File: src/rtl/uart_pkg.sv
// Shared definitions for the rx232 serial link.
// Used by the receiver today and by the transmitter later.
package uart_pkg;

    typedef enum logic [2:0] {
        IDLE,
        START,
        DATA,
        PARITY,
        STOP,
        BRK
    } rx_state_t;

    localparam int OVS        = 16;
    localparam int SAMPLE_LO  = 7;
    localparam int SAMPLE_MID = 8;
    localparam int SAMPLE_HI  = 9;

    // clk cycles per 16x tick, rounded to nearest
    function automatic int ovs_div(input int clk_hz, input int baud);
        return (clk_hz + (baud * OVS) / 2) / (baud * OVS);
    endfunction

endpackage

File: src/rtl/rx_fifo.sv
// Synchronous show-ahead FIFO, power-of-2 depth.
// A write into a full FIFO is dropped unless a pop happens on the same cycle.
module rx_fifo #(
    parameter int WIDTH = 8,
    parameter int DEPTH = 16
) (
    input  logic                   clk,
    input  logic                   reset_n,
    input  logic                   wr_en,
    input  logic [WIDTH-1:0]       wr_data,
    input  logic                   rd_en,
    output logic [WIDTH-1:0]       rd_data,
    output logic                   rd_valid,
    output logic [$clog2(DEPTH):0] count,
    output logic                   overrun
);

    localparam int AW = $clog2(DEPTH);

    logic [WIDTH-1:0] mem [DEPTH];
    logic [AW-1:0]    wr_ptr;
    logic [AW-1:0]    rd_ptr;
    logic             full;
    logic             do_pop;
    logic             do_push;

    assign full     = (count == (AW+1)'(DEPTH));
    assign rd_valid = (count != '0);
    assign do_pop   = rd_en && rd_valid;
    assign do_push  = wr_en && (!full || do_pop);
    assign rd_data  = rd_valid ? mem[rd_ptr] : '0;

    // storage array, no reset needed
    always_ff @(posedge clk) begin
        if (do_push) begin
            mem[wr_ptr] <= wr_data;
        end
    end

    // pointers, occupancy and drop pulse
    always_ff @(posedge clk) begin
        if (!reset_n) begin
            wr_ptr  <= '0;
            rd_ptr  <= '0;
            count   <= '0;
            overrun <= 1'b0;
        end else begin
            if (do_push) begin
                wr_ptr <= wr_ptr + 1'b1;
            end
            if (do_pop) begin
                rd_ptr <= rd_ptr + 1'b1;
            end
            unique case ({do_push, do_pop})
                2'b10:   count <= count + 1'b1;
                2'b01:   count <= count - 1'b1;
                default: count <= count;
            endcase
            overrun <= wr_en && full && !do_pop;
        end
    end

endmodule

File: src/rtl/uart_rx232.sv
// RS-232 receiver: 16x oversampling, 8N1 frames into a show-ahead FIFO.
// Define RX232_PARITY_EN to receive 8E1 frames and report parity errors.
module uart_rx232
    import uart_pkg::*;
#(
    parameter int CLK_HZ     = 48_000_000,
    parameter int BAUD       = 115200,
    parameter int OVS_DIV    = ovs_div(CLK_HZ, BAUD),
    parameter int FIFO_DEPTH = 16
) (
    input  logic                        clk,
    input  logic                        reset_n,
    input  logic                        rx232,
    input  logic                        rd_en,
    output logic [7:0]                  rd_data,
    output logic                        rd_valid,
    output logic [$clog2(FIFO_DEPTH):0] fifo_count,
    output logic                        busy,
    output logic                        frame_err,
    output logic                        overrun,
    output logic                        parity_err
);

    localparam int DW = (OVS_DIV > 1) ? $clog2(OVS_DIV) : 1;
    localparam int SW = $clog2(OVS);

    rx_state_t state;
    rx_state_t state_n;

    logic          sync1;
    logic          rxs;
    logic          rxs_prev;
    logic          fall;
    logic [DW-1:0] div;
    logic [SW-1:0] sub;
    logic [SW-1:0] phase;
    logic          tick;
    logic          decide;
    logic          s_lo;
    logic          s_mid;
    logic          maj;
    logic [2:0]    idx;
    logic [7:0]    shreg;
    logic          par_ok;
    logic          restart;
    logic          shift;
    logic          wr_en;
    logic          fe_n;

`ifdef RX232_PARITY_EN
    logic par_ld;
    logic par_bit;
    logic pe_n;
`endif

    assign fall   = rxs_prev && !rxs;
    assign tick   = (div == DW'(OVS_DIV - 1));
    assign phase  = sub + 1'b1;
    assign decide = tick && (phase == SW'(SAMPLE_HI));
    assign maj    = (s_lo & s_mid) | (s_lo & rxs) | (s_mid & rxs);
    assign busy   = (state != IDLE);

`ifdef RX232_PARITY_EN
    assign par_ok = ~^{shreg, par_bit};
`else
    assign par_ok     = 1'b1;
    assign parity_err = 1'b0;
`endif

    // two-flop synchronizer plus edge-detect history
    always_ff @(posedge clk) begin
        if (!reset_n) begin
            sync1    <= 1'b1;
            rxs      <= 1'b1;
            rxs_prev <= 1'b1;
        end else begin
            sync1    <= rx232;
            rxs      <= sync1;
            rxs_prev <= rxs;
        end
    end

    // tick divider and sub-bit counter, phase-aligned to the start edge
    always_ff @(posedge clk) begin
        if (!reset_n || restart) begin
            div <= '0;
            sub <= '0;
        end else if (tick) begin
            div <= '0;
            sub <= sub + 1'b1;
        end else begin
            div <= div + 1'b1;
        end
    end

    // hold the first two of the three majority samples
    always_ff @(posedge clk) begin
        if (!reset_n) begin
            s_lo  <= 1'b1;
            s_mid <= 1'b1;
        end else begin
            if (tick && phase == SW'(SAMPLE_LO)) begin
                s_lo <= rxs;
            end
            if (tick && phase == SW'(SAMPLE_MID)) begin
                s_mid <= rxs;
            end
        end
    end

    // state register
    always_ff @(posedge clk) begin
        if (!reset_n) begin
            state <= IDLE;
        end else begin
            state <= state_n;
        end
    end

    // next state and per-cycle controls
    always_comb begin
        state_n = state;
        restart = 1'b0;
        shift   = 1'b0;
        wr_en   = 1'b0;
        fe_n    = 1'b0;
`ifdef RX232_PARITY_EN
        par_ld  = 1'b0;
        pe_n    = 1'b0;
`endif
        unique case (state)
            IDLE: begin
                if (fall) begin
                    state_n = START;
                    restart = 1'b1;
                end
            end
            START: begin
                if (decide) begin
                    state_n = maj ? IDLE : DATA;
                end
            end
            DATA: begin
                if (decide) begin
                    shift = 1'b1;
                    if (idx == 3'd7) begin
`ifdef RX232_PARITY_EN
                        state_n = PARITY;
`else
                        state_n = STOP;
`endif
                    end
                end
            end
`ifdef RX232_PARITY_EN
            PARITY: begin
                if (decide) begin
                    par_ld  = 1'b1;
                    state_n = STOP;
                end
            end
`endif
            STOP: begin
                if (decide) begin
                    wr_en   = maj && par_ok;
                    fe_n    = !maj;
                    state_n = maj ? IDLE : BRK;
`ifdef RX232_PARITY_EN
                    pe_n    = !par_ok;
`endif
                end
            end
            BRK: begin
                if (rxs) begin
                    state_n = IDLE;
                end
            end
            default: state_n = IDLE;
        endcase
    end

    // data shift register and bit index
    always_ff @(posedge clk) begin
        if (!reset_n) begin
            idx   <= '0;
            shreg <= '0;
        end else begin
            if (restart) begin
                idx <= '0;
            end
            if (shift) begin
                shreg <= {maj, shreg[7:1]};
                idx   <= idx + 1'b1;
            end
        end
    end

    // registered error pulses
    always_ff @(posedge clk) begin
        if (!reset_n) begin
            frame_err <= 1'b0;
        end else begin
            frame_err <= fe_n;
        end
    end

`ifdef RX232_PARITY_EN
    // parity bit capture and parity error pulse
    always_ff @(posedge clk) begin
        if (!reset_n) begin
            par_bit    <= 1'b0;
            parity_err <= 1'b0;
        end else begin
            if (par_ld) begin
                par_bit <= maj;
            end
            parity_err <= pe_n;
        end
    end
`endif

    rx_fifo #(
        .WIDTH (8),
        .DEPTH (FIFO_DEPTH)
    ) u_fifo (
        .clk      (clk),
        .reset_n  (reset_n),
        .wr_en    (wr_en),
        .wr_data  (shreg),
        .rd_en    (rd_en),
        .rd_data  (rd_data),
        .rd_valid (rd_valid),
        .count    (fifo_count),
        .overrun  (overrun)
    );

endmodule

File: config.mk
export PLATFORM = sky130hd
export DESIGN_NAME = uart_rx232
export DESIGN_NICKNAME = d
export VERILOG_FILES = /design/src/rtl/uart_pkg.sv /design/src/rtl/rx_fifo.sv /design/src/rtl/uart_rx232.sv
export SDC_FILE = /design/constraint.sdc
export NUM_CORES = 1
export LEC_CHECK = 0
export BUFFER_PORTS_ARGS = -buffer_cell sky130_fd_sc_hd__buf_4
export CORE_ASPECT_RATIO = 2
export CORE_UTILIZATION = 27
export CTS_CLUSTER_DIAMETER = 60
export DETAILED_ROUTE_END_ITERATION = 8
export PLACE_DENSITY = 0.47
export SYNTH_ARGS = -nofsm -noshare
export SYNTH_HDL_FRONTEND = slang
export SYNTH_SLANG_ARGS = --single-unit
File: constraint.sdc
create_clock -name clk -period 3.2 [get_ports clk]
set_input_delay 0.48 -clock clk [delete_from_list [all_inputs] [get_ports clk]]
set_output_delay 0.48 -clock clk [all_outputs]
set_load 0.03 [all_outputs]
Word-level counts from Yosys, hierarchy flattened
Memories as Yosys holds them, arrays and structs flattened. A register that Yosys moved wholly into a read port is not among the register bits.
Index checks and enable logic that the tools add are counted.
{ "word_totals": {"reg_bits": 43, "output_inout_bits": 18, "ramBits": 128, "inputBits": 4, "mem_count": 1, "elab_cells": 92} }
{ "memory_table": {"columns": ["memory", "words", "word_bits", "rd", "rd_clocked_by_memory_dff", "wr", "line", "source"], "rows": [
  ["u_fifo.mem", 16, 8, 1, 1, 1, "rx_fifo.sv:20", "logic [WIDTH-1:0] mem [DEPTH];"]
]} }
{ "classes": {"n_mux": 23, "bitwise": 5, "n_reduce_logical": 23, "add_sub_neg": 7, "eq_ne": 18} }
{ "ops": {"columns": ["op", "n"], "rows": [
  ["$mux W3", 9],
  ["$pmux W3 S5", 1],
  ["$add A4 B1 Y4 const B", 3],
  ["$ne A2 B2 Y1 const B", 6],
  ["$add A5 B1 Y5 const B", 2],
  ["$eq A5 B5 Y1 const B", 2],
  ["$pmux W5 S2", 1],
  ["$eq A3 B3 Y1 const B", 3],
  ["$eq A4 B4 Y1 const B", 2],
  ["$logic_and A1 B1 Y1", 8],
  ["$mux W1", 8],
  ["$mux W4", 2],
  ["$mux W8", 1],
  ["$reduce_and A6 Y1", 1],
  ["$logic_not A1 Y1", 5],
  ["$reduce_bool A5 Y1", 1],
  ["$sub A5 B1 Y5 const B", 1],
  ["$eq A4 B3 Y1 const B", 1],
  ["$reduce_bool A2 Y1", 2],
  ["$add A3 B1 Y3 const B", 1],
  ["$and A1 B1 Y1", 3],
  ["$eq A3 B1 Y1 const B", 1],
  ["$eq A3 B2 Y1 const B", 1],
  ["$logic_not A3 Y1", 1],
  ["8 further kinds", 10]
]} }

Logic depth before layout (Yosys ltp)
Gate-level depths: netlist (run 1).
{ "logic_depth": {"ltp_word": 8, "depth_mapped": 14, "depth_no_buf": 12} }

By module
Synthesis (run 1) repeated with hierarchy kept, for this count alone.
{ "unflattened": {"hier_cells": 454, "area_unflattened_um2": 7288.2} }
{ "modules_own_cells": {"columns": ["mod", "cells_per_inst", "seq_area_each_um2", "n_inst", "area_per_inst_um2"], "rows": [
  ["rx_fifo", 309, 4204.0, 1, 5893.2],
  ["uart_rx232", 145, 580.6, 1, 1395.1]
]} }

Worst setup path before layout (run 1)
OpenSTA, ideal clock, no wires.
{ "synth_timing": {"path_kind": "reg2reg", "from": "reg sub[1]", "to": "mem u_fifo.mem[3][0], enable pin", "n_path_buf": 0, "path_slack_ns": 0.486, "arrival_time_ns": 2.330, "setup_ns": 0.383, "path_stages_with_launch": 7, "required_time_ns": 2.817, "synth_period_minus_slack_ns": 2.714, "cell_sequence": "dfxtp_1 > ha_1 > xnor2_1 > nand3_1 > nor4_2 > nand2_1 > nor3_1"} }
{ "synth_via": {"elab_chain_len": 8} }
{ "synth_lines": {"columns": ["item", "line", "source"], "rows": [
  ["start, declared", "uart_rx232.sv:35", "logic [SW-1:0] sub;"],
  ["start signal, assigned", "uart_rx232.sv:90", "sub <= sub + 1'b1;"],
  ["$add A4 B1 Y4", "uart_rx232.sv:58", "assign phase = sub + 1'b1;"],
  ["$eq A4 B4 Y1", "uart_rx232.sv:59", "assign decide = tick && (phase == SW'(SAMPLE_HI));"],
  ["$logic_and A1 B1 Y1", "uart_rx232.sv:59", null],
  ["$mux W1", "uart_rx232.sv:164", "if (decide) begin"],
  ["$mux W1", "uart_rx232.sv:131", "unique case (state)"],
  ["$logic_and A1 B1 Y1", "rx_fifo.sv:30", "assign do_push = wr_en && (!full || do_pop);"],
  ["$mux W1", "rx_fifo.sv:35", "if (do_push) begin"],
  ["$mux W1 (implied by the code)", "rx_fifo.sv:36", "mem[wr_ptr] <= wr_data;"],
  ["end, declared", "rx_fifo.sv:20", null]
]} }
Every way passes these cells.

==> results by group, run 1 <==
Clock tree
  • Cts repair resizes: 0
  • Longest Clk Path Bufs: 2
  • CTS tree: done
  • Num Clock Sinks: 175
  • Clk pin slew, worst setup/hold paths: 60 ps
  • Worst skew pair latency: 430 ps
  • Root buf cell: clkbuf_16
  • TritonCTS Buffers: 17
  • Clock H-tree levels: 4
  • Post-CTS Setup Inserts: 0
  • CTS Hold Bufs: 0

Worst setup path
  • Critical path type: flip-flop to output pin
  • CP arrival: about 2500 ps
  • Most used cell, CP: mux4_2
  • Crit path largest cell delay: just over 600 ps
  • Crit end category: output pin
  • Startpoint types: flip-flop
  • CP max FO: 32
  • WP data required: 2720 ps
  • Worst Path Buf+Inv: 2
  • Crit-path cells: buf_12 > mux4_2 > mux4_2 > nor2b_1 > buf_4
  • Crit path max-delay family: multiplexers
  • Slowest CP cell: mux4_2

Route
  • Post-route ant nets: 0
  • # DRC: 0
  • Drt wl/cell: 18.21 um
  • Total number of vias: ~4000
  • Via-to-Cell Ratio: 4.615
  • Initial DRC count: 220
  • Detailed Routing Iterations Pass 1: 4
  • Final Routed Wirelength: 15.84 mm

GRT
  • Largest net degree at the start of global routing: 33
  • Initial antenna violation count: 0
  • First-pass GRT wire length: 25.14 mm
  • Residual overflow from global routing: 0
  • GRT Overall Usage: 12.43%
  • Vias in the first global route: roughly 4300

Power
  • Clk pwr share: approximately 33%
  • Peak supply drop: 0.0004612 V
  • Comb power frac: 22.8%
  • Leakage power: 2.759 nW
  • Final Total Pwr: 5.749 mW
  • Internal power: roughly 4 mW
  • Switching fraction of total power: between 20 and 30%
  • Sequential share of power: between 40 and 50%
  • Power per cell area: about 680 mW/mm2
  • Psw: 1.640 mW

STA
  • Final Max Slew Viols: 0
  • Tmin final: around 3000 ps
  • TNS Setup: 0 ps
  • Final worst path period share: 92.68%
  • Endpoints failing setup: 0
  • Worst-margin pin slew: between 800 and 900 ps
  • Max-slew headroom: 46.17%
  • Upper clock frequency limit: between 300 and 400 MHz
  • Hold violation total from the final report: 0
  • Final setup skew: 7.970 ps
  • RSZ-0062 raised after global routing: false

Yosys
  • Top-area cell type share of the netlist area: 52.95%
  • Synth unique cells: 54
  • Syn Inst Count: around 480
  • YS warnings: 0
  • Post-synth top area cell: edfxtp_1
  • Syn nets: 496
  • Flops & latches, synth: 175
  • Synth async-reset ratio: 0%
  • Synth Flop Type: edfxtp_1
  • Top cells by area, synth: edfxtp_1, dfxtp_1, mux4_2, ha_1, nand2_1
  • Commonest cells post-synth: edfxtp_1, dfxtp_1, nand2_1
  • Synthesized area: 0.007259 mm2
  • Most common cell in the netlist: edfxtp_1
  • Post-synth EDFFs: 128
  • Sequential area share after synthesis: 65.91%
  • Syn Area/Cell: about 15 um2

Floorplanning
  • Num ports: 22
  • Initial Util: about 28%
  • Die Y-Extent: 233.9 um
  • Die X-Extent: 117.9 um
  • Die area: 0.02759 mm2
  • Cell Rows: 84
  • Core area: roughly 0.026 mm2

Final layout
  • Final Util: 32.01%
  • Layout net count: 532
  • Number of fill cells in the layout: between 2000 and 3000
  • Fin cells: 870
  • Area grow syn2layout: 16.32%
  • Share of cells above drive strength 1: 22.43%
  • ANT cells: 0

Place
  • Placed cell count: 838
  • Buffers on Ports: 20
  • Gpl congestion: 0.7441
  • DP HPWL: 11.35 mm

Flow run
  • Max cap viols: 0

Hold path
  • Worst hold path type: primary input to flip-flop

Status
  • Outcome: complete, no violations
layout make-up:
class / instances / area [um2] / area share (%)
well taps: 344 / 430.4 / 5.097
clock buffers: 18 / 429.2 / 5.082
clock inverters: 14 / 115.1 / 1.363
repair buffers: 41 / 320.3 / 3.793
flip-flops and latches: 175 / 4786 / 56.68
inverters: 12 / 45.04 / 0.5334
multi-input cells: 266 / 2318 / 27.46
metrics by stage:
step                hold slack [ps]  setup WS [ps]  instance area [um2]
global placement              407.5          509.4                 7900
detailed placement            401.8          427.4                 7900
global route                  223.9          141.4                 8444
finish                        242.4          234.1                 8444
CTS                           222.6          177.3                 8444
floorplan                     386.3          486.2                 7259
logic make-up after synthesis:
kind of cell	count (synthesis)	synth area share, %
DFF	175	65.91
and+or+nand+nor	144	10.26
AOI/OAI and AO/OA	47	4.257
muxes	44	12.96
buffers and inverters	36	2.154
adders and majority gates	16	2.723
xor gates and xnor gates	14	1.689
other	1	0.05166
worst paths after layout:
path	startpoint	endpoint	slack, ps	cells past startpoint
setup / recovery	flip-flop	rd_data[3]	230	5
hold / removal	rx232	sync1	240	2
setup reg to reg	sub[0]	u_fifo.count[4]	400	12
hold reg to reg	sync1	rxs	410	1
cells in the final DEF, fill, tap and decap left out, types with 2 or more instances in the layout:
master        n
a211oi_1      2
a21o_1        2
a21oi_1      22
and4_1        3
buf_4        40
clkbuf_16    17
clkinv_1      4
clkinvlp_4    4
dfxtp_1      46
edfxtp_1    128
ha_1         15
inv_1        12
inv_6         3
mux2i_1       4
mux4_2       40
nand2_1      42
nand2b_1      6
nand3_1      15
nand4_1       7
nand4b_1      2
nor2_1       32
nor2b_1       8
nor3_1        9
nor3b_1       3
nor4_1        3
o21a_1        3
o21ai_0       5
or3_1         5
xnor2_1       6
xor2_1        8
metal layers:
layer / vias up / global-route usage, % / routed length (um)
met1: 2039 / 12.40 / 5822
met2: 67 / 24.36 / 9225
met5: - / 0 / 0
met4: 0 / 5.128 / 354
met3: 17 / 2.797 / 438
li1: 1892 / - / -
registers in the layout, indices dropped and copies added (netlist names), named ones only:
name and flops:
rxs 1, u_fifo.wr_ptr 4, u_fifo.mem 128, frame_err 1
s_lo 1, sync1 1, idx 3, rxs_prev 1
s_mid 1, sub 4, state 3, u_fifo.count 5
div 5, u_fifo.rd_ptr 4, shreg 8, u_fifo.overrun 1
worst register-to-register path, cell delays in order (launching register included):
cell	delay, ps
dfxtp_1	460
inv_1	120
ha_1	280
and4bb_2	270
nand3_1	140
o21a_1	300
xor2_1	170
ha_1	220
o31a_2	160
o221a_2	170
nor2_1	40
a2bb2oi_1	200
mux2i_1	190
power groups by stage:
stage	logic, mW	clock network [mW]	registers, mW
6_report	1.31	1.91	2.52
5_1_grt	1.42	2.06	2.53
4_1_cts	1.35	1.98	2.52
3_5_place_dp	1.35	0	2.57
3_3_place_gp	1.35	0	2.57
2_1_floorplan	0.892	0	2.60
Power figures use the tool's default switching activity.
==> run 2, diff against run 1 <==
- SLEW_MARGIN: unset -> 10
- clock period: 3.2 -> 3.6 ns (I/O delays scaled with it)
==> run 2 against run 1 <==
Sequential share of layout area about the same. Clock skew hardly changed. Utilization barely moved. Cell count down 0.57%. Power decreased by 9.3%. Non-clock buffer count fell by 5. Clock-buffer cell count fell by 1. Clock power shrank 5%. Combinational power shrank 11%. Critical path depth did not move. Sequential power shrank 11%. Wire length rose by 2.7%. Critical endpoint is now rd_data[0].
==> results by group, run 2 (synthesized netlist as in run 1, its figures left out) <==
Floorplanning
  • Die X-Extent: 117.9 um (unchanged)
  • Die area: 0.02759 mm2 (unchanged)
  • Num ports: 22 (unchanged)
  • Die Y-Extent: 233.9 um (unchanged)
  • Core area: 0.02638 mm2 (unchanged)
  • Cell Rows: 84 (unchanged)
  • Initial Util: 27.52% (unchanged)

Status
  • Outcome: complete, no violations

Worst setup path
  • Startpoint types: flip-flop
  • Crit end category: output pin
  • WP data required: 3060 ps (+340 ps)
  • CP arrival: 2460 ps (-30 ps)
  • CP max FO: 32 (unchanged)
  • Reg-to-reg startpoint: sub[1]
  • Critical path type: flip-flop to output pin

GRT
  • GRT Overall Usage: 12.78% (+0.35 points)
  • Residual overflow from global routing: 0 (unchanged)
  • Largest net degree at the start of global routing: 33 (unchanged)
  • Initial antenna violation count: 0 (unchanged)
  • Vias in the first global route: 4252 (-1.0%)
  • First-pass GRT wire length: 25.72 mm (+2.3%)

Clock tree
  • CTS tree: done
  • Longest Clk Path Bufs: 2 (unchanged)
  • Clock H-tree levels: 4 (unchanged)
  • Clk pin slew, worst setup/hold paths: 70 ps (about the same)
  • Worst skew pair latency: 430 ps (about the same)
  • Num Clock Sinks: 175 (unchanged)
  • TritonCTS Buffers: 17 (unchanged)
  • Post-CTS Setup Inserts: 0 (unchanged)
  • Root buf cell: clkbuf_16
  • Cts repair resizes: 0 (unchanged)
  • CTS Hold Bufs: 0 (unchanged)

Route
  • Post-route ant nets: 0 (unchanged)
  • Final Routed Wirelength: 16.27 mm (+2.7%)
  • Initial DRC count: 180 (-18%)
  • Detailed Routing Iterations Pass 1: 4 (unchanged)
  • Drt wl/cell: 18.81 um (+3.3%)
  • Via-to-Cell Ratio: 4.620 (+0.10%)
  • Total number of vias: 3996 (-0.47%)
  • # DRC: 0 (unchanged)

Place
  • Buffers on Ports: 20 (unchanged)
  • Gpl congestion: 0.7928 (+6.5%)
  • DP HPWL: 11.40 mm (+0.42%)
  • Placed cell count: 833 (-0.60%)
  • Placement Cell Area: 0.007863 mm2 (-0.48%)

Final layout
  • Commonest non-fill, non-tap cell in the layout: edfxtp_1
  • Most flops, register: u_fifo.mem
  • Most frequent cells in the layout: edfxtp_1, dfxtp_1, nand2_1, mux4_2, buf_4
  • Post-route design area: 0.008442 mm2 (about the same)
  • ANT cells: 0 (unchanged)
  • Area grow syn2layout: 16.29% (about the same)
  • Max reg flops: 128 (unchanged)
  • Share of cells above drive strength 1: 22.46% (+0.023 points)
  • Fin cells: 865 (-0.57%)
  • Layout net count: 527 (-0.94%)
  • Largest registers: u_fifo.mem: 128 flops, shreg: 8 flops
  • Number of fill cells in the layout: 2554 (unchanged)

Power
  • Sequential share of power: 43.0% (-0.9 points)
  • Power per cell area: 617.9 mW/mm2 (-9.3%)
  • Internal power: 3.682 mW (-10%)
  • Peak supply drop: 0.0003934 V (-15%)
  • Switching fraction of total power: 29.40% (+0.87 points)
  • Clk pwr share: 34.8% (+1.5 points)
  • Psw: 1.533 mW (-6.5%)
  • Leakage power: 2.754 nW (-0.17%)
  • Comb power frac: 22.2% (-0.6 points)

STA
  • Worst-margin pin slew: 852.5 ps (+45.92 ps)
  • Final worst path period share: 83.39%
  • Hold violation total from the final report: 0 (unchanged)
  • Tmin final: approximately 3000 ps
  • TNS Setup: 0 ps (unchanged)
  • Final setup skew: 7.650 ps (-0.3200 ps)
  • Final Max Slew Viols: 0 (unchanged)
  • Upper clock frequency limit: 333.1 MHz
  • Endpoints failing setup: 0 (unchanged)
  • Max-slew headroom: 43.10% (-3.1 points)
  • RSZ-0062 raised after global routing: false

Hold path
  • Worst hold path type: primary input to flip-flop
  • Hold Startpoint: rx232

Flow run
  • Max cap viols: 0 (unchanged)
[run 2: cell types whose count changed in the layout (fill, tap and decap cells not counted)]
cell,change
clkinv_1,-3
buf_4,-5
clkbuf_1,-1
inv_6,-2
inv_8,+6
[run 2: layout make-up]
class	instances	area, um2	share of cell area (%)
flip-flops and latches	175	4786	56.69
multi-input cells	266	2318	27.46
well taps	344	430.4	5.099
clock buffers	17	425.4	5.039
repair buffers	36	282.8	3.350
clock inverters	15	153.9	1.823
inverters	12	45.04	0.5336
[run 2: critical path, stage by stage, from the launching register on]
cell     delay [ps]
dfxtp_2         340
buf_12          260
mux4_2          600
mux4_2          480
nor2b_1         160
buf_4           170
[run 2: layer usage]
| layer | wire length, um | up-vias | global-route usage [%] | share of wire, % |
|---|---|---|---|---|
| met3 | 364 | 20 | 2.456 | 2.2 |
| met5 | 0 | - | 0 | 0 |
| met1 | 6077 | 2036 | 13.05 | 37 |
| met2 | 9445 | 59 | 24.85 | 58 |
| met4 | 385 | 0 | 5.649 | 2.4 |
| li1 | - | 1881 | - | - |
[run 2: metrics by stage]
step | power (mW) | hold WS (ps) | util [%] | worst slack, ps
4_1_cts | 5.295 | 266.0 | 32.00 | 532.0
2_1_floorplan | 3.104 | 386.3 | - | 886.2
5_1_grt | 5.440 | 298.8 | 32.00 | 252.0
3_3_place_gp | 3.471 | 389.0 | 29.80 | 721.1
3_5_place_dp | 3.476 | 391.7 | 29.80 | 562.1
6_report | 5.216 | 284.4 | 32.00 | 598.1
[run 2: path summary, 6_finish.rpt]
path                       to  slack (ps)  cells after the start
min                     sync1         280                      2
min reg2reg               rxs         410                      1
max reg2reg  u_fifo.mem[7][6]         620                      6
max                rd_data[0]         600                      5
[run 2: power groups by stage]
stage,combinational [mW],clock (mW),sequential [mW]
2_1_floorplan,0.793,0,2.31
3_3_place_gp,1.18,0,2.29
3_5_place_dp,1.19,0,2.29
4_1_cts,1.19,1.86,2.24
5_1_grt,1.26,1.93,2.25
6_report,1.16,1.81,2.24
==> run 3, diff against run 2 <==
- PLACE_DENSITY: 0.47 -> 0.48
- clock period: 3.6 -> 2.7 ns (I/O delays scaled with it)
==> run 3 against run 2 <==
The flow now finishes with violations (negative setup slack). First-iteration DRC count is 4.4% lower. Design area rose by 2.9%. Via count grew 2.1%. Combinational power is 56% higher. Sequential share of layout area shrank 1.5 points. Clock-buffer cell count rose by 4. Worst hold slack lost 120 ps. Clock skew rose by 3.7 ps. Flip-flop and latch count stayed put. Cell count increased by 2.4%. Non-clock buffer count rose by 21. Critical endpoint is now rd_data[2].
==> results by group, run 3 (synthesized netlist as in run 1, its figures left out) <==
Worst setup path
  • Worst reg2reg setup slack: 200 ps (-420 ps)
  • Crit path largest cell delay: 530 ps (-70 ps)
  • Critical path type: flip-flop to output pin
  • WP data required: 2300 ps (-760 ps)
  • Crit end category: output pin
  • Most used cell, CP: mux4_2
  • Startpoint types: flip-flop
  • Slowest CP cell: mux4_2
  • CP max FO: 6 (-81%)
  • Crit-path cells: clkbuf_16 > mux4_2 > mux4_2 > nor2b_2 > buf_6
  • Reg-to-reg startpoint: u_fifo.count[1]
  • Capture point of the worst reg-to-reg path: u_fifo.count[4]
  • CP arrival: 2390 ps (-70 ps)
  • Worst R2R Path Depth: 10 (+4)

STA
  • Final worst path period share: 103.3%
  • Endpoints failing setup: 8 (+8)
  • Max-slew headroom: 48.52% (+5.4 points)
  • Final setup skew: 11.31 ps (+3.660 ps)
  • RSZ-0062 raised after global routing: true
  • Hold violation total from the final report: 0 (unchanged)
  • Min setup slack post-route: -90.29 ps (-688.4 ps)
  • Worst-margin pin slew: 771.4 ps (-81.12 ps)
  • Tmin final: between 2000 and 3000 ps
  • TNS Setup: -452.9 ps (-452.9 ps)
  • Final Max Slew Viols: 0 (unchanged)
  • Upper clock frequency limit: roughly 360 MHz

Clock tree
  • Root buf cell: clkbuf_16
  • CTS Hold Bufs: 0 (unchanged)
  • Worst skew pair latency: 430 ps (about the same)
  • Clock H-tree levels: 4 (unchanged)
  • Longest Clk Path Bufs: 2 (unchanged)
  • Num Clock Sinks: 175 (unchanged)
  • CTS tree: done
  • TritonCTS Buffers: 17 (unchanged)
  • Clk pin slew, worst setup/hold paths: 60 ps (about the same)

Place
  • DP HPWL: 11.25 mm (-1.3%)
  • Place WS: 80.57 ps (-481.5 ps)
  • Placement Cell Area: 0.008020 mm2 (+2.0%)
  • Gpl congestion: 0.8320 (+4.9%)
  • Buffers on Ports: 20 (unchanged)

Floorplanning
  • Die X-Extent: 117.9 um (unchanged)
  • Die Y-Extent: 233.9 um (unchanged)
  • Initial Util: 27.52% (unchanged)
  • Num ports: 22 (unchanged)
  • Cell Rows: 84 (unchanged)
  • Core area: 0.02638 mm2 (unchanged)
  • Die area: 0.02759 mm2 (unchanged)

Final layout
  • Commonest non-fill, non-tap cell in the layout: edfxtp_1
  • Most flops, register: u_fifo.mem
  • Share of cells above drive strength 1: 27.31% (+4.8 points)
  • Max reg flops: 128 (unchanged)
  • Largest registers: u_fifo.mem: 128 flops, shreg: 8 flops
  • Post-route design area: 0.008685 mm2 (+2.9%)
  • Layout net count: 548 (+4.0%)
  • Most frequent cells in the layout: edfxtp_1, dfxtp_1, buf_4, nand2_1, mux4_2
  • ANT cells: 0 (unchanged)
  • Area grow syn2layout: 19.63%

Route
  • Post-route ant nets: 0 (unchanged)
  • # DRC: 0 (unchanged)
  • Detailed Routing Iterations Pass 1: 4 (unchanged)
  • Top Metal Used: met4
  • Total number of vias: 4078 (+2.1%)
  • DRT met1 WL: 5.935 mm (-2.3%)
  • Metal3 WL: 344 um (-5.5%)
  • Final Routed Wirelength: 16.21 mm (-0.38%)
  • Drt wl/cell: 18.29 um (-2.7%)
  • Via-to-Cell Ratio: 4.603 (-0.37%)
  • Initial DRC count: 172 (-4.4%)
  • Met2 Wirelength: 9.521 mm (+0.80%)

Hold path
  • Hold Crit Depth: 2 (unchanged)
  • Hold EP: sync1
  • Hold Startpoint: rx232
  • Worst hold path type: primary input to flip-flop

GRT
  • GRT Overall Usage: 12.57% (-0.21 points)
  • Vias in the first global route: 4359 (+2.5%)
  • Residual overflow from global routing: 0 (unchanged)
  • First-pass GRT wire length: 25.26 mm (-1.8%)
  • Largest net degree at the start of global routing: 33 (unchanged)
  • Initial antenna violation count: 0 (unchanged)

Flow run
  • Max cap viols: 0 (unchanged)

Power
  • Peak supply drop: 0.0005273 V (+34%)
  • Leakage power: 2.890 nW (+4.9%)
  • Power per cell area: 807.7 mW/mm2 (+31%)

Status
  • Outcome: complete, but fails checks
  • Violated checks: negative setup slack
## run 3: changes by cell type in the layout (fill, tap and decap cells not counted), sizes merged
cell | before | now
buf | 36 | 56
bufinv | 1 | 0
clkbuf | 17 | 22
clkinv | 3 | 4
clkinvlp | 4 | 3
inv | 19 | 16
## run 3: area by class of cell
type / count / area, um2
Clock buffer: 21 / 440.4
Clock inverter: 11 / 83.83
Fill cell: 2564 / 17700
Inverter: 12 / 45.04
Multi-Input combinational cell: 266 / 2387
Sequential cell: 175 / 4790
Tap cell: 344 / 430.4
Timing Repair Buffer: 57 / 508.0
## run 3: worst max-delay path by stage
stage,from,end,slack (ps),cells past startpoint
after floorplan,sub[1],u_fifo.mem[0][0],-10,6
after global placement,sub[0],u_fifo.count[4],200,10
after detailed placement,sub[0],u_fifo.count[4],80,12
after CTS,flip-flop,rd_data[1],-150,5
after global routing,flip-flop,rd_data[1],-140,5
final,flip-flop,rd_data[2],-90,5
## run 3: stage by stage
| step | power [mW] | cells | hold WS [ps] | utilization [%] |
|---|---|---|---|---|
| 2_1_floorplan | 4.139 | 477 | 386.3 | - |
| 5_1_grt | 7.311 | 886 | 158.3 | 32.92 |
| 3_3_place_gp | 4.651 | 851 | 399.4 | 30.40 |
| 3_5_place_dp | 4.671 | 851 | 398.5 | 30.40 |
| 6_report | 7.015 | 886 | 162.8 | 32.92 |
| 4_1_cts | 6.984 | 887 | 144.4 | 32.68 |
## run 3: power breakdown
part / switching [mW] / internal, mW / leakage [nW] / total (mW)
clock network: 1.03 / 1.18 / 0.246 / 2.21
registers: 0.0866 / 2.91 / 1.57 / 2.99
logic: 0.937 / 0.873 / 1.08 / 1.81
## run 3: metal layers
layer / up-vias / global-route usage (%)
met5: - / 0
met4: 0 / 5.569
met3: 23 / 2.943
met2: 58 / 24.56
met1: 2066 / 12.39
li1: 1931 / -
## run 3: repair_timing
action,CTS,global route
hold endpoints to repair,0,0
resized for setup,4,25
cloned,2,1
setup buffers,2,0
endpoints found under the setup margin,8,48
pin swaps,0,1
## run 3: critical path: cells and delay by family (launching register included)
family / cells / cell delay, ps
buf+inv: 2 / 330
mux: 2 / 1010
simple gates: 1 / 180
flops: 1 / 430
